**src/rtl/mod_n_updown_counter.sv**
```systemverilog
// ============================================================================
// Module  : mod_n_updown_counter
// Brief   : Modulo-N up/down/load counter, wrap or saturate, cascadable co.
// Revision: 1.0
// ============================================================================
`default_nettype none

module mod_n_updown_counter #(
  parameter int WIDTH   = 4,
  parameter int MODULUS = 16
) (
  input  logic             cp,
  input  logic             rd,
  input  logic             clr,
  input  logic             cen,
  input  logic [1:0]       mode,
  input  logic             sat,
  input  logic [WIDTH-1:0] d,
  output logic [WIDTH-1:0] q,
  output logic             co,
  output logic             ovf
);

  localparam logic [1:0] c_mode_hold = 2'b00;
  localparam logic [1:0] c_mode_up   = 2'b01;
  localparam logic [1:0] c_mode_down = 2'b10;
  localparam logic [1:0] c_mode_load = 2'b11;

  localparam logic [WIDTH-1:0] c_max  = WIDTH'(MODULUS - 1);
  localparam logic [WIDTH-1:0] c_zero = '0;
  localparam logic [WIDTH-1:0] c_one  = WIDTH'(1);

  if ((MODULUS < 2) || (longint'(MODULUS) > (longint'(1) << WIDTH))) begin : g_bad_modulus
    $error("mod_n_updown_counter: MODULUS must satisfy 2 <= MODULUS <= 2**WIDTH");
  end

  logic [WIDTH-1:0] count_q, count_d;
  logic             ovf_q, ovf_d;
  logic             at_max, at_zero;

  assign at_max  = (count_q == c_max);
  assign at_zero = (count_q == c_zero);

  always_comb begin
    count_d = count_q;
    ovf_d   = ovf_q;
    if (clr) begin
      count_d = c_zero;
      ovf_d   = 1'b0;
    end else begin
      unique case (mode)
        c_mode_load: count_d = (d > c_max) ? c_max : d;
        c_mode_up: begin
          if (cen) begin
            if (!at_max) begin
              count_d = count_q + c_one;
            end else begin
              // Limit hit: flag is set whether we wrap or stick.
              ovf_d = 1'b1;
              if (!sat) count_d = c_zero;
            end
          end
        end
        c_mode_down: begin
          if (cen) begin
            if (!at_zero) begin
              count_d = count_q - c_one;
            end else begin
              ovf_d = 1'b1;
              if (!sat) count_d = c_max;
            end
          end
        end
        c_mode_hold: ;
        default: ;
      endcase
    end
  end

  // All state changes on the falling edge of cp.
  always_ff @(negedge cp or negedge rd) begin
    if (!rd) begin
      count_q <= c_zero;
      ovf_q   <= 1'b0;
    end else begin
      count_q <= count_d;
      ovf_q   <= ovf_d;
    end
  end

  // Terminal-count look-ahead; feeds the next stage's cen on the same clock.
  assign co  = rd & cen & (((mode == c_mode_up) & at_max) | ((mode == c_mode_down) & at_zero));
  assign q   = count_q;
  assign ovf = ovf_q;

endmodule

`default_nettype wire

```
**config.mk**
```make
export PLATFORM = sky130hd
export DESIGN_NAME = mod_n_updown_counter
export DESIGN_NICKNAME = d
export VERILOG_FILES = /design/src/rtl/mod_n_updown_counter.sv
export SDC_FILE = /design/constraint.sdc
export NUM_CORES = 1
export LEC_CHECK = 0
export ABC_AREA = 1
export ABC_CLOCK_PERIOD_IN_PS = 1300
export BUFFER_PORTS_ARGS = -buffer_cell sky130_fd_sc_hd__clkbuf_2
export CORE_MARGIN = 10
export CORE_UTILIZATION = 26
export DETAILED_ROUTE_END_ITERATION = 12
export PLACE_DENSITY = 0.49
export REMOVE_ABC_BUFFERS = 1
export SYNTH_ARGS = -nofsm -noshare
export SYNTH_HDL_FRONTEND = slang
export SYNTH_SLANG_ARGS = --single-unit
```
**constraint.sdc**
```tcl
create_clock -name cp -period 1.3 [get_ports cp]
set_input_delay 0.13 -clock cp [delete_from_list [all_inputs] [get_ports cp]]
set_output_delay 0.13 -clock cp [all_outputs]
set_load 0.05 [all_outputs]
```
Word-level counts from Yosys, hierarchy flattened
Cells that the tools add are included.
- flip-flop bits (word level): 5
- latch bits: 0
- memory bits (writable): 0
- ROM bits: 0
- output and inout port bits: 6
- memories kept: 0
- add/sub/neg operators: 2
- multipliers: 0
- divide/modulo/power cells: 0
- $lt $le $gt $ge: 1
- equal/unequal tests: 10
- shift operators: 0
- multiplexer cells: 15
- bitwise logic cells: 5
- reduce and logical (&&, ||, !) cells: 5
- operators by type and width (kind ; number):
    $mux 4 ; 8
    $ne 3x3->1 const B ; 4
    $pmux 4 s3 ; 1
    $reduce_and 5->1 ; 2
    $ne 4x4->1 const B ; 2
    $mux 1 ; 5
    $add 4x1->4 const B ; 1
    $and 1x1->1 ; 4
    $eq 2x2->1 const B ; 2
    $eq 4x4->1 const B ; 1
    $gt 4x4->1 const B ; 1
    $logic_not 4->1 ; 1
    $reduce_bool 4->1 ; 1
    $sub 4x1->4 const B ; 1
    $reduce_bool 3->1 ; 1
    $eq 2x1->1 const B ; 1
    $pmux 1 s2 ; 1
    $or 1x1->1 ; 1

Depth between registers and ports, before layout
- depth in word-level cells: 5
- gate-level depth with buffers: 10

==> load_flow_metrics.sql <==
INSERT INTO impl_metrics (metric_group, metric, value, unit) VALUES
('drt', 'detail_route.vias_per_cell', '4.63', ''),
('synth', 'synth.cell_area', '582', 'um^2'),
('timing', 'setup_viol_count_final', '11', ''),
('timing', 'worst_max_slew_pin_slew', '0.202', 'ns'),
('run', 'maxCapViolCount', '0', ''),
('floorplanning', 'die_area', '4530', 'um^2'),
('timing', 'finalWorstSetupSlack', '-0.993', 'ns'),
('synth', 'synth_fa_ha_area_share', '10.8', '%'),
('run_status', 'failed_checks', 'negative setup slack', ''),
('global_route', 'maximum_number_of_pins_on_one_net_before_global_route_repair', '8', ''),
('drt', 'wl_per_cell', '12.2', 'um'),
('synth', 'yosysSeqAreaShare', '21.5', '%'),
('synth', 'synth-edff-count', '0', ''),
('power_and_ir_drop', 'intPower', '600', 'uW'),
('power_and_ir_drop', 'cellLeakagePower', '0.569', 'nW'),
('synth', 'yosys.cell_types.count', '23', ''),
('timing', 'hold_violations', '0', ''),
('floorplanning', 'design.core.area', '2170', 'um^2'),
('power_and_ir_drop', 'totalPowerFinal', '988', 'uW'),
('synth', 'synth_compound_gate_area_share', '11.6', '%'),
('place', 'place_worst_setup_slack', '-0.792', 'ns'),
('synth', 'ys.warnings.count', '0', ''),
('place', 'i_o_buffers', '16', ''),
('drt', 'route.detailed.drc', '0', ''),
('synth', 'yosysTopAreaCell', 'dfrtn_1', ''),
('global_route', 'global_route.overflow_total', '0', ''),
('synth', 'combinational_family_with_the_most_area_after_synthesis', 'simple AND/OR/NAND/NOR gates', ''),
('clocking', 'clock-sinks', '5', ''),
('synth', 'postSynthCellCount', '90', ''),
('drt', 'first_iter_violations', '74', ''),
('critical_path', 'kind_of_capture_point_of_the_worst_setup_path', 'primary output', ''),
('synth', 'async_reset_ff_share', '100', '%'),
('run_status', 'run_status', 'finished with violations', ''),
('cells_and_area', 'layout.cells.most_common_list', 'nand2_1 (23), buf_4 (23), clkbuf_2 (8)', ''),
('cells_and_area', 'utilization', '52.4', '%'),
('floorplanning', 'initial_utilization', '26.8', '%'),
('clocking', 'cts.root.buffer_cell', 'clkbuf_4', ''),
('power_and_ir_drop', 'cellPowerDensity', '869', 'nW/um^2'),
('drt', 'detail_route.first_pass.iterations', '4', ''),
('hold_path', 'min-delay-path-class', 'in -> async', ''),
('synth', 'synthesized_area_divided_by_synthesized_cell_count', '6.46', 'um^2'),
('global_route', 'grt_pass1_vias', '794', ''),
('critical_path', 'critPathArrivalTime', '2.16', 'ns'),
('clocking', 'cts.path.max_buffers', '2', ''),
('timing', 'clock_skew', '0.00290', 'ns'),
('global_route', 'grt_util_all_layers', '9.65', '%'),
('critical_path', 'criticalPathCategory', 'reg -> out', ''),
('power_and_ir_drop', 'switching_share', '39.3', '%'),
('floorplanning', 'chipWidth', '67.3', 'um'),
('cells_and_area', 'syn2layout_area_growth', '95.5', '%'),
('clocking', 'cts_inserted_buffers', '3', ''),
('floorplanning', 'die_h', '67.3', 'um'),
('timing', 'rsz0062_at_grt', 'yes', ''),
('synth', 'synth.ff_latch_count', '5', ''),
('place', 'place.gp.congestion', '0.825', ''),
('clocking', 'clock_insertion_delay_worst_skew', '0.25', 'ns'),
('clocking', 'cts_htree_levels', '1', ''),
('place', 'dp.final_hpwl', '1560', 'um'),
('cells_and_area', 'drive_gt1_share', '53.7', '%'),
('power_and_ir_drop', 'combPwrFrac', '61.8', '%'),
('critical_path', 'crit_fanout', '3', ''),
('drt', 'antenna_left', '0', ''),
('synth', 'post_synth_main_area_contributors', 'dfrtn_1 (22%), nand2_1 (17%), ha_1 (11%)', ''),
('synth', 'synth-xor-area-share', '0', '%'),
('global_route', 'antenna_violations_before_repair', '0', ''),
('power_and_ir_drop', 'power.share.sequential', '20.1', '%'),
('power_and_ir_drop', 'irDropWorstVdd', '0.000577', 'V'),
('drt', 'wl', '2000', 'um'),
('drt', 'via_count', '759', ''),
('clocking', 'cts_tree', 'done', ''),
('critical_path', 'critPathRequiredTime', '1.17', 'ns');
## layer usage
layer  vias to the layer above  part of all wire [%]  GRT usage [%]
met1                       354                    43           10.7
met4                         0                   1.6           3.85
li1                        385                     -              -
met5                         -                     0              0
met3                         4                   3.1           1.32
met2                        16                    53           18.0
## worst paths after layout
path	from	end	slack, ns	cells past startpoint
max	q[0]	co	-0.99	7
min	rd	ovf	0.23	1
max reg2reg	q[0]	q[1]	-0.32	9
min reg2reg	ovf	ovf	0.53	2
max in group asynchronous	rd	q[1]	0.88	1
min in group cp	ovf	ovf	0.53	2
## synthesized netlist by cell type, types with 2 or more instances
library cell / n
a21oi_1: 2
dfrtn_1: 5
ha_1: 5
inv_1: 8
inv_2: 5
nand2_1: 26
nand2_2: 2
nand3_1: 6
nand3_2: 2
nand4_1: 2
nor2_1: 8
o21ai_0: 3
o21ai_1: 4
or2_1: 3
## sequential cells by signal (all words and copies together) (netlist names)
register  flops
ovf           1
q             4
## power by group through the flow
stage	clock network [mW]	logic, mW	registers [mW]
2_1_floorplan	0	0.174	0.272
3_3_place_gp	0	0.506	0.197
3_5_place_dp	0	0.512	0.198
4_1_cts	0.187	0.562	0.196
5_1_grt	0.198	0.663	0.201
6_report	0.179	0.611	0.198
## timing repair
item                                    CTS  global route
setup buffers                             3             5
resized for setup                        23             9
pin swaps                                13             4
endpoints found under the setup margin   11            11
## cells by family (layout without fill, tap and decap cells)
family / after synthesis / after routing
compound gates: 12 / 12
simple gates: 53 / 53
buf+inv: 14 / 60
fa+ha+maj: 5 / 5
mux: 1 / 1
flops: 5 / 5
## layout make-up
cell class                      instances  area [um^2]
Fill cell                             232         1030
Multi-Input combinational cell         71          464
Timing Repair Buffer                   43          428
Sequential cell                         5          125
Inverter                               13         58.8
Tap cell                               28         35.0
Clock buffer                            4         26.3
## critical path: stages, from the launching register on
cell and delay [ns]:
dfrtn_1 0.45, ha_2 0.20, nand2_2 0.08, nor2_4 0.10
nand2_2 0.05, nand2_2 0.06, and3_4 0.19, buf_12 0.13
## per-stage QoR
step	std cells	hold WS [ns]	TNS, ns	area (um^2)
global route	164	0.228	-5.62	1140
global placement	155	0.505	-4.78	941
detailed placement	155	0.505	-4.95	941
CTS	161	0.232	-4.61	1080
floorplan	89	0.376	-4.71	571
finish	164	0.233	-4.89	1140
Power figures use the tool's default switching activity.
